### config.mk
export PLATFORM = sky130hd
export DESIGN_NAME = dom_and_sched_flat
export DESIGN_NICKNAME = d
export VERILOG_FILES = /design/src/rtl/dom_and_sched_if.sv /design/src/rtl/dom_and_sched.sv /design/src/flat_wrapper.sv
export SDC_FILE = /design/constraint.sdc
export NUM_CORES = 1
export LEC_CHECK = 0
export BUFFER_PORTS_ARGS = -buffer_cell sky130_fd_sc_hd__buf_2
export CAP_MARGIN = 20
export CORE_AREA = 2 2 135 137
export CTS_CLUSTER_SIZE = 25
export DETAILED_ROUTE_END_ITERATION = 10
export DIE_AREA = 0 0 137 139
export GPL_ROUTABILITY_DRIVEN = 1
export PLACE_DENSITY = 0.64
export REMOVE_ABC_BUFFERS = 1
export SETUP_SLACK_MARGIN = 0.2
export SLEW_MARGIN = 20
export SYNTH_ARGS = -nofsm -noshare
export SYNTH_HDL_FRONTEND = slang
export SYNTH_SLANG_ARGS = --single-unit
### constraint.sdc
create_clock -name clk_i -period 3.7 [get_ports clk_i]
set_input_delay 0.74 -clock clk_i [delete_from_list [all_inputs] [get_ports clk_i]]
set_output_delay 0.74 -clock clk_i [all_outputs]
set_load 0.005 [all_outputs]
### src/rtl/dom_and_sched_if.sv
// rtl/dom_and_sched_if.sv - request, randomness, gadget and response bundle for dom_and_sched
interface dom_and_sched_if #(
    parameter int NREQ = 4,
    parameter int IDW  = $clog2(NREQ)
);
    logic [NREQ-1:0]    req_valid_i;
    logic [NREQ-1:0]    req_ready_o;
    logic [NREQ*24-1:0] req_x_i;
    logic [NREQ*24-1:0] req_y_i;
    logic               rnd_valid_i;
    logic               rnd_ready_o;
    logic [23:0]        rnd_i;
    logic [23:0]        g_x_o;
    logic [23:0]        g_y_o;
    logic [23:0]        g_z_o;
    logic [23:0]        g_q_i;
    logic               rsp_valid_o;
    logic               rsp_ready_i;
    logic [IDW-1:0]     rsp_id_o;
    logic [23:0]        rsp_q_o;

    // Environment side: requesters, randomness source, gadget and response sink.
    modport master (
        output req_valid_i, req_x_i, req_y_i, rnd_valid_i, rnd_i, g_q_i, rsp_ready_i,
        input  req_ready_o, rnd_ready_o, g_x_o, g_y_o, g_z_o, rsp_valid_o, rsp_id_o, rsp_q_o
    );

    // Scheduler side.
    modport slave (
        input  req_valid_i, req_x_i, req_y_i, rnd_valid_i, rnd_i, g_q_i, rsp_ready_i,
        output req_ready_o, rnd_ready_o, g_x_o, g_y_o, g_z_o, rsp_valid_o, rsp_id_o, rsp_q_o
    );
endinterface

### src/rtl/dom_and_sched.sv
// rtl/dom_and_sched.sv - round-robin scheduler for one shared 3-share DOM AND gadget (option: DOM_SCHED_ZEROIZE_EN)
module dom_and_sched #(
    parameter int NREQ = 4,
    parameter int IDW  = $clog2(NREQ)
) (
    input  logic           clk_i,
    input  logic           rst_i,
    dom_and_sched_if.slave bus
);
    typedef enum logic [1:0] {IDLE, ISSUE, HOLD, RESP} state_t;

    state_t          state, state_nxt;
    logic [23:0]     op_x, op_y, op_z, rsp_q;
    logic [23:0]     sel_x, sel_y;
    logic [IDW-1:0]  op_id, rr_ptr, winner, rr_nxt;
    logic [NREQ-1:0] upper;
    logic            go;

    // Winner is the lowest request at or above rr_ptr, falling back to the lowest overall (wrap).
    always_comb begin
        upper  = '0;
        winner = '0;
        for (int i = 0; i < NREQ; i++) begin
            upper[i] = bus.req_valid_i[i] && (i >= int'(rr_ptr));
        end
        for (int i = NREQ - 1; i >= 0; i--) begin
            if (bus.req_valid_i[i]) winner = i[IDW-1:0];
        end
        for (int i = NREQ - 1; i >= 0; i--) begin
            if (upper[i]) winner = i[IDW-1:0];
        end
    end

    // Operand mux for the winning requester.
    always_comb begin
        sel_x = '0;
        sel_y = '0;
        for (int i = 0; i < NREQ; i++) begin
            if (winner == i[IDW-1:0]) begin
                sel_x = bus.req_x_i[24*i +: 24];
                sel_y = bus.req_y_i[24*i +: 24];
            end
        end
    end

    assign rr_nxt = (winner == IDW'(NREQ - 1)) ? '0 : winner + IDW'(1);

    // A grant needs a requester, fresh randomness and a free (or just-freed) gadget slot.
    assign go = !rst_i && (|bus.req_valid_i) && bus.rnd_valid_i &&
                ((state == IDLE) || ((state == RESP) && bus.rsp_ready_i));

    // Next-state logic: ISSUE and HOLD are fixed single cycles, RESP waits for the sink.
    always_comb begin
        state_nxt = state;
        case (state)
            IDLE:    if (go) state_nxt = ISSUE;
            ISSUE:   state_nxt = HOLD;
            HOLD:    state_nxt = RESP;
            RESP:    if (bus.rsp_ready_i) state_nxt = go ? ISSUE : IDLE;
            default: state_nxt = IDLE;
        endcase
    end

    // One-hot grant pulse, only in a go cycle.
    always_comb begin
        bus.req_ready_o = '0;
        for (int i = 0; i < NREQ; i++) begin
            bus.req_ready_o[i] = go && (winner == i[IDW-1:0]);
        end
    end

    // State, pointer, operand and result registers.
    always_ff @(posedge clk_i) begin
        if (rst_i) begin
            state  <= IDLE;
            rr_ptr <= '0;
            op_x   <= '0;
            op_y   <= '0;
            op_z   <= '0;
            op_id  <= '0;
            rsp_q  <= '0;
        end else begin
            state <= state_nxt;
            if (go) begin
                rr_ptr <= rr_nxt;
                op_x   <= sel_x;
                op_y   <= sel_y;
                op_z   <= bus.rnd_i;
                op_id  <= winner;
            end
`ifdef DOM_SCHED_ZEROIZE_EN
            else if (state == HOLD) begin
                // Result is captured this edge; operands and Z are no longer needed.
                op_x <= '0;
                op_y <= '0;
                op_z <= '0;
            end
`endif
            if (state == HOLD) begin
                // Same-domain terms still see the held operands, so Q is complete here.
                rsp_q <= bus.g_q_i;
            end
`ifdef DOM_SCHED_ZEROIZE_EN
            else if ((state == RESP) && bus.rsp_ready_i && !go) begin
                rsp_q <= '0;
            end
`endif
        end
    end

    // Z reaches the gadget only in ISSUE so each random word feeds exactly one cross-term capture.
    assign bus.g_x_o       = op_x;
    assign bus.g_y_o       = op_y;
    assign bus.g_z_o       = (state == ISSUE) ? op_z : '0;
    assign bus.rnd_ready_o = go;
    assign bus.rsp_valid_o = (state == RESP);
    assign bus.rsp_id_o    = op_id;
    assign bus.rsp_q_o     = rsp_q;
endmodule
### src/flat_wrapper.sv
// flat-port wrapper written by rule: the top's interface ports become plain ports
module dom_and_sched_flat 
#(
    parameter int NREQ = 4,
    parameter int IDW  = $clog2(NREQ)
)
  (clk_i, rst_i, bus_req_valid_i, bus_req_x_i, bus_req_y_i, bus_rnd_valid_i, bus_rnd_i, bus_g_q_i, bus_rsp_ready_i, bus_req_ready_o, bus_rnd_ready_o, bus_g_x_o, bus_g_y_o, bus_g_z_o, bus_rsp_valid_o, bus_rsp_id_o, bus_rsp_q_o);
  dom_and_sched_if #(.NREQ(NREQ), .IDW(IDW)) bus_i ();
  input  logic clk_i;
  input  logic rst_i;
  input wire logic [$bits(bus_i.req_valid_i)-1:0] bus_req_valid_i;
  input wire logic [$bits(bus_i.req_x_i)-1:0] bus_req_x_i;
  input wire logic [$bits(bus_i.req_y_i)-1:0] bus_req_y_i;
  input wire logic [$bits(bus_i.rnd_valid_i)-1:0] bus_rnd_valid_i;
  input wire logic [$bits(bus_i.rnd_i)-1:0] bus_rnd_i;
  input wire logic [$bits(bus_i.g_q_i)-1:0] bus_g_q_i;
  input wire logic [$bits(bus_i.rsp_ready_i)-1:0] bus_rsp_ready_i;
  output wire logic [$bits(bus_i.req_ready_o)-1:0] bus_req_ready_o;
  output wire logic [$bits(bus_i.rnd_ready_o)-1:0] bus_rnd_ready_o;
  output wire logic [$bits(bus_i.g_x_o)-1:0] bus_g_x_o;
  output wire logic [$bits(bus_i.g_y_o)-1:0] bus_g_y_o;
  output wire logic [$bits(bus_i.g_z_o)-1:0] bus_g_z_o;
  output wire logic [$bits(bus_i.rsp_valid_o)-1:0] bus_rsp_valid_o;
  output wire logic [$bits(bus_i.rsp_id_o)-1:0] bus_rsp_id_o;
  output wire logic [$bits(bus_i.rsp_q_o)-1:0] bus_rsp_q_o;
  assign bus_i.req_valid_i = bus_req_valid_i;
  assign bus_i.req_x_i = bus_req_x_i;
  assign bus_i.req_y_i = bus_req_y_i;
  assign bus_i.rnd_valid_i = bus_rnd_valid_i;
  assign bus_i.rnd_i = bus_rnd_i;
  assign bus_i.g_q_i = bus_g_q_i;
  assign bus_i.rsp_ready_i = bus_rsp_ready_i;
  assign bus_req_ready_o = bus_i.req_ready_o;
  assign bus_rnd_ready_o = bus_i.rnd_ready_o;
  assign bus_g_x_o = bus_i.g_x_o;
  assign bus_g_y_o = bus_i.g_y_o;
  assign bus_g_z_o = bus_i.g_z_o;
  assign bus_rsp_valid_o = bus_i.rsp_valid_o;
  assign bus_rsp_id_o = bus_i.rsp_id_o;
  assign bus_rsp_q_o = bus_i.rsp_q_o;
  dom_and_sched #(.NREQ(NREQ), .IDW(IDW)) u_core (.clk_i(clk_i), .rst_i(rst_i), .bus(bus_i));
endmodule
Word-level counts from Yosys, hierarchy flattened. Index checks and enable logic that the tools add are counted.

Register bits after elaboration: 102. Logic and storage cells: 57.

$add $sub $neg: 1. $lt $le $gt $ge: 3. Eq/ne operators: 8. Muxes and demuxes: 21. Reduce and logical (&&, ||, !) cells: 17.

Operator list (number): 2-to-1 mux 24 bit (9); 2-to-1 mux 2 bit (10); logical AND 1 bit (11); == test 2 bit, second input constant (4); one-hot mux 2 bit (4 select lines) (1); == test 2 x 1 -> 1 bit, second input constant (2); greater-or-equal comparator 1 x 2 -> 1 bit, first input constant (2); logical NOT 2 bit (2); OR reduction 4 bit (1); adder 2 x 1 -> 2 bit, second input constant (1); greater-or-equal comparator 2 bit, first input constant (1); inequality test 2 x 1 -> 1 bit, second input constant (1); inequality test 2 bit, second input constant (1); AND reduction 2 bit (1); logical NOT 1 bit (1); logical OR 1 bit (1); 2-to-1 mux 1 bit (1).

Longest topological paths before layout.
Word-level depth: 12. Gate-level depth with buffers: 12. Gate-level depth less buffers: 9.

Worst setup path after synthesis. OpenSTA, ideal clock, no wires.

Kind: input-to-output. Start: input bus_req_valid_i[2]. End: output bus_req_ready_o[3]. Arrival time: 2.547 ns. Required time: 2.960 ns. Path slack: 0.413 ns. Stages on the path: 9. Path buffers: 3. Cells stage by stage: nor2b_1 -> a21o_1 -> a211o_1 -> inv_1 -> ha_1 -> buf_2 -> clkbuf_1 -> clkbuf_1 -> and2_1.

RTL lines: start, declared (RTL line flat_wrapper.sv:11) `input wire logic [$bits(bus_i.req_valid_i)-1:0] bus_req_valid_i;`; logical AND 1 bit (RTL line dom_and_sched.sv:24) `upper[i] = bus.req_valid_i[i] && (i >= int'(rr_ptr));`; 2-to-1 mux 2 bit (3 in series) (RTL line dom_and_sched.sv:30) `if (upper[i]) winner = i[IDW-1:0];`; net u_core.winner[0] (RTL line dom_and_sched.sv:15) `logic [IDW-1:0] op_id, rr_ptr, winner, rr_nxt;`; == test 2 bit (RTL line dom_and_sched.sv:68) `bus.req_ready_o[i] = go && (winner == i[IDW-1:0]);`; logical AND 1 bit (RTL line dom_and_sched.sv:68); end, declared (RTL line flat_wrapper.sv:18) `output wire logic [$bits(bus_i.req_ready_o)-1:0] bus_req_ready_o;`.

The timed path passes the listed nets, and every way through them passes these cells.

Worst setup path in the final report.
Start: input bus_req_valid_i[2]. End: output bus_req_ready_o[1].

RTL lines (RTL line): logical AND 1 bit (dom_and_sched.sv:24); 2-to-1 mux 2 bit (3 in series) (dom_and_sched.sv:30); net u_core.winner[0] (dom_and_sched.sv:15); == test 2 x 1 -> 1 bit (dom_and_sched.sv:68); logical AND 1 bit (dom_and_sched.sv:68).

The timed path passes the listed nets, and every way through them passes these cells.

==> impl_metrics.py <==
metrics = {
    "worst_setup_path": {
        "path_delay_family": "compound AO/OA/AOI/OAI gates",
        "ff2ff_setup_slack_ns": 0.98,
        "critPathCaptureType": "primary output",
        "crit_top_cell": "buf_2",
        "crit_slowest_cell": "ha_2",
        "setup.worst_path.start_class": "input pin",
        "cp_data_arrival_time_ns": 2.51,
        "crit_chain": "buf_2 -> nor2b_1 -> a21o_1 -> a211o_1 -> inv_1 -> ha_2 -> and2_1 -> buf_2",
        "worstPathMaxFanout": 22,
        "worstSetupPathType": "in2out",
        "cpPeakStageDelay_ns": 0.49,
        "crit_buf_inv": 3,
        "r2r_cells": 10,
        "cp.depth": 8,
        "required_ns": 2.96,
    },
    "clock_network": {
        "clock_path_buffers": 2,
        "post_cts_buffers": 0,
        "path_clk_slew_ns": 0.08,
        "clock_latency_ns": 0.35,
        "h-tree-depth": 3,
        "cts_tree": "built",
        "clock_sinks": 102,
        "clock-root-buffer": "clkbuf_16",
        "cts-hold-fix-buffers": 0,
        "numCtsBuffers": 9,
        "post_cts_resized": 0,
    },
    "finish": {
        "utilization": 0.442,
        "nets": 1274,
        "area_delta_synth_final_pct": 40.3,
        "layout_commonest_cell": "buf_2",
        "drive_above_1_share": 0.395,
        "final_cell_mix": "buf_2, dfxtp_1, a21oi_1",
    },
    "drt": {
        "drt-initial-drc-count": 253,
        "wl_per_cell_um": 15.4,
        "vias_per_cell": 4.95,
        "first_pass_iters": 5,
        "vias": 6196,
        "drc_errors": 0,
        "drtAntennaViolNets": 0,
        "totalWireLength_mm": 19.3,
    },
    "synthesis": {
        "ys_warn_count": 0,
        "synth_mux_area_frac": 0.0432,
        "ys_types": 34,
        "synth_cells": 708,
        "synth_top_family_by_area": "compound AO/OA/AOI/OAI gates",
        "yosys_register_bits": 102,
        "synth_top_cell_by_area": "dfxtp_1",
        "syn_area_per_cell_um2": 7.86,
        "yosysSeqAreaShare": 0.367,
        "synthAdderAreaFrac": 0.0202,
        "synth_compound_area_frac": 0.238,
        "synth_top_cell_area_share": 0.367,
        "synth_area_leaders": "dfxtp_1, a221oi_1, a21oi_1",
        "yosys.area_share.simple": 0.235,
        "synth_xor_area_frac": 0,
        "syn-cell-area_um2": 5560,
    },
    "floorplanning": {
        "die_area_um2": 19000,
        "die_x_um": 137,
        "num_rows": 49,
        "core-area_um2": 17700,
        "die_h_um": 139,
        "ioPinCount": 352,
        "start_util": 0.315,
    },
    "worst_hold_path": {
        "holdPathStages": 2,
        "hp-class": "reg2reg",
    },
    "placed_design": {
        "place_ws_ns": 0.374,
        "numPortBuffers": 351,
        "hpwl_mm": 14.0,
        "routabilityCongestion": 0.809,
    },
    "timing": {
        "post-route-period-util": 0.879,
        "setup_tns_ns": 0,
        "final-max-slew-violation-count": 0,
        "skew_ns": 0.00724,
        "hold_slack_ns": 0.451,
        "hold_violations": 0,
        "rsz0062_at_grt": "false",
        "slew_headroom": 0.556,
        "setup_viol": 0,
        "fmax_mhz": 307,
        "worst_pin_slew_ns": 0.665,
        "period_minus_slack_ns": 3.25,
        "worst_slack_ns": 0.447,
    },
    "power": {
        "power.total_mw": 4.04,
        "ir_worst_vdd_mv": 0.226,
        "p_leak_nw": 3.67,
        "power_density_nw_per_um2": 517,
    },
    "global_route": {
        "grt_pass1_vias": 5633,
        "antenna_found_initial": 1,
        "grt_pass1_wl_mm": 29.2,
        "gr-total-overflow": 0,
        "grt_usage": 0.192,
        "grt_max_degree": 61,
    },
    "outcome": {
        "status": "complete, no violations",
    },
    "run": {
        "max_cap_violations": 0,
    },
}
-- cell usage after synthesis --
| library cell | count |
|---|---|
| or3_1 | 1 |
| a21o_1 | 2 |
| buf_4 | 2 |
| nor3b_1 | 1 |
| buf_1 | 2 |
| a211o_1 | 1 |
| buf_2 | 20 |
| o22ai_1 | 1 |
| nor2b_1 | 1 |
| inv_1 | 55 |
| and2_1 | 28 |
| nor3_1 | 48 |
| inv_2 | 1 |
| or2_2 | 1 |
| nand2_1 | 52 |
| ha_1 | 9 |
| a211oi_2 | 10 |
| mux2i_1 | 24 |
| o221ai_1 | 1 |
| nor4_1 | 1 |
| buf_6 | 4 |
| nand3_1 | 1 |
| dfxtp_1 | 102 |
| nand2b_1 | 4 |
| nor2_1 | 73 |
| o211ai_1 | 1 |
| nand3b_1 | 48 |
| a221oi_1 | 49 |
| o21ai_0 | 2 |
| a211oi_1 | 39 |
| a31o_2 | 1 |
| a21oi_1 | 79 |
| clkbuf_1 | 43 |
| a2111oi_2 | 1 |
-- final timing paths --
| path | startpoint | end |
|---|---|---|
| setup / recovery | bus_req_valid_i[2] | bus_req_ready_o[1] |
| setup reg to reg | u_core.rr_ptr[0] | u_core.bus.g_x_o[0] |
| hold / removal | u_core.op_z[2] | u_core.op_z[2] |
| hold reg to reg | u_core.op_z[2] | u_core.op_z[2] |
-- where the power goes --
group          internal [mW]  leakage (nW)  switching [mW]  total [mW]
Sequential              1.29         0.833          0.0963        1.39
Clock                  0.550         0.160           0.484        1.03
Combinational          0.716          2.68           0.898        1.61
-- routing by layer --
layer | track usage | routed length, µm | up-vias
met5 | 0 | 0 | -
met4 | 0.0597 | 358 | 0
met3 | 0.0570 | 1760 | 27
met2 | 0.322 | 9090 | 238
met1 | 0.235 | 8120 | 2813
li1 | - | - | 3118
-- area by class of cell --
cell class	instances	area, µm²
inverter	56	210
sequential	102	2040
timing repair buffer	369	1920
multi-input combinational	479	3020
antenna	1	2.50
clock inverter	7	103
fill	1847	9850
clock buffer	9	225
tap	229	287
-- through the flow --
step,area (µm²),cells
after floorplan,5240,637
after global placement,7480,1235
after CTS,7800,1251
after detailed placement,7480,1235
final,7810,1252
after global routing,7800,1251
-- cell families after synthesis --
| logic type | count (synthesis) |
|---|---|
| flops | 102 |
| fa+ha+maj | 9 |
| mux | 24 |
| simple gates | 259 |
| buf+inv | 127 |
| compound gates | 187 |
-- worst reg2reg max path: cells and delay by family (launching register included) --
family          cells  cell delay (ns)
simple gates        2             0.24
buf+inv             2             0.51
flops               1             0.34
compound gates      5             1.06
fa+ha+maj           1             0.49
-- sequential cells by signal, indices dropped and copies added (netlist names) --
name	flops
u_core.op_z	24
u_core.rr_ptr	2
u_core.bus.rsp_q_o	24
u_core.bus.g_x_o	24
u_core.bus.g_y_o	24
u_core.state	2
u_core.bus.rsp_id_o	2
Power figures use the tool's default switching activity.
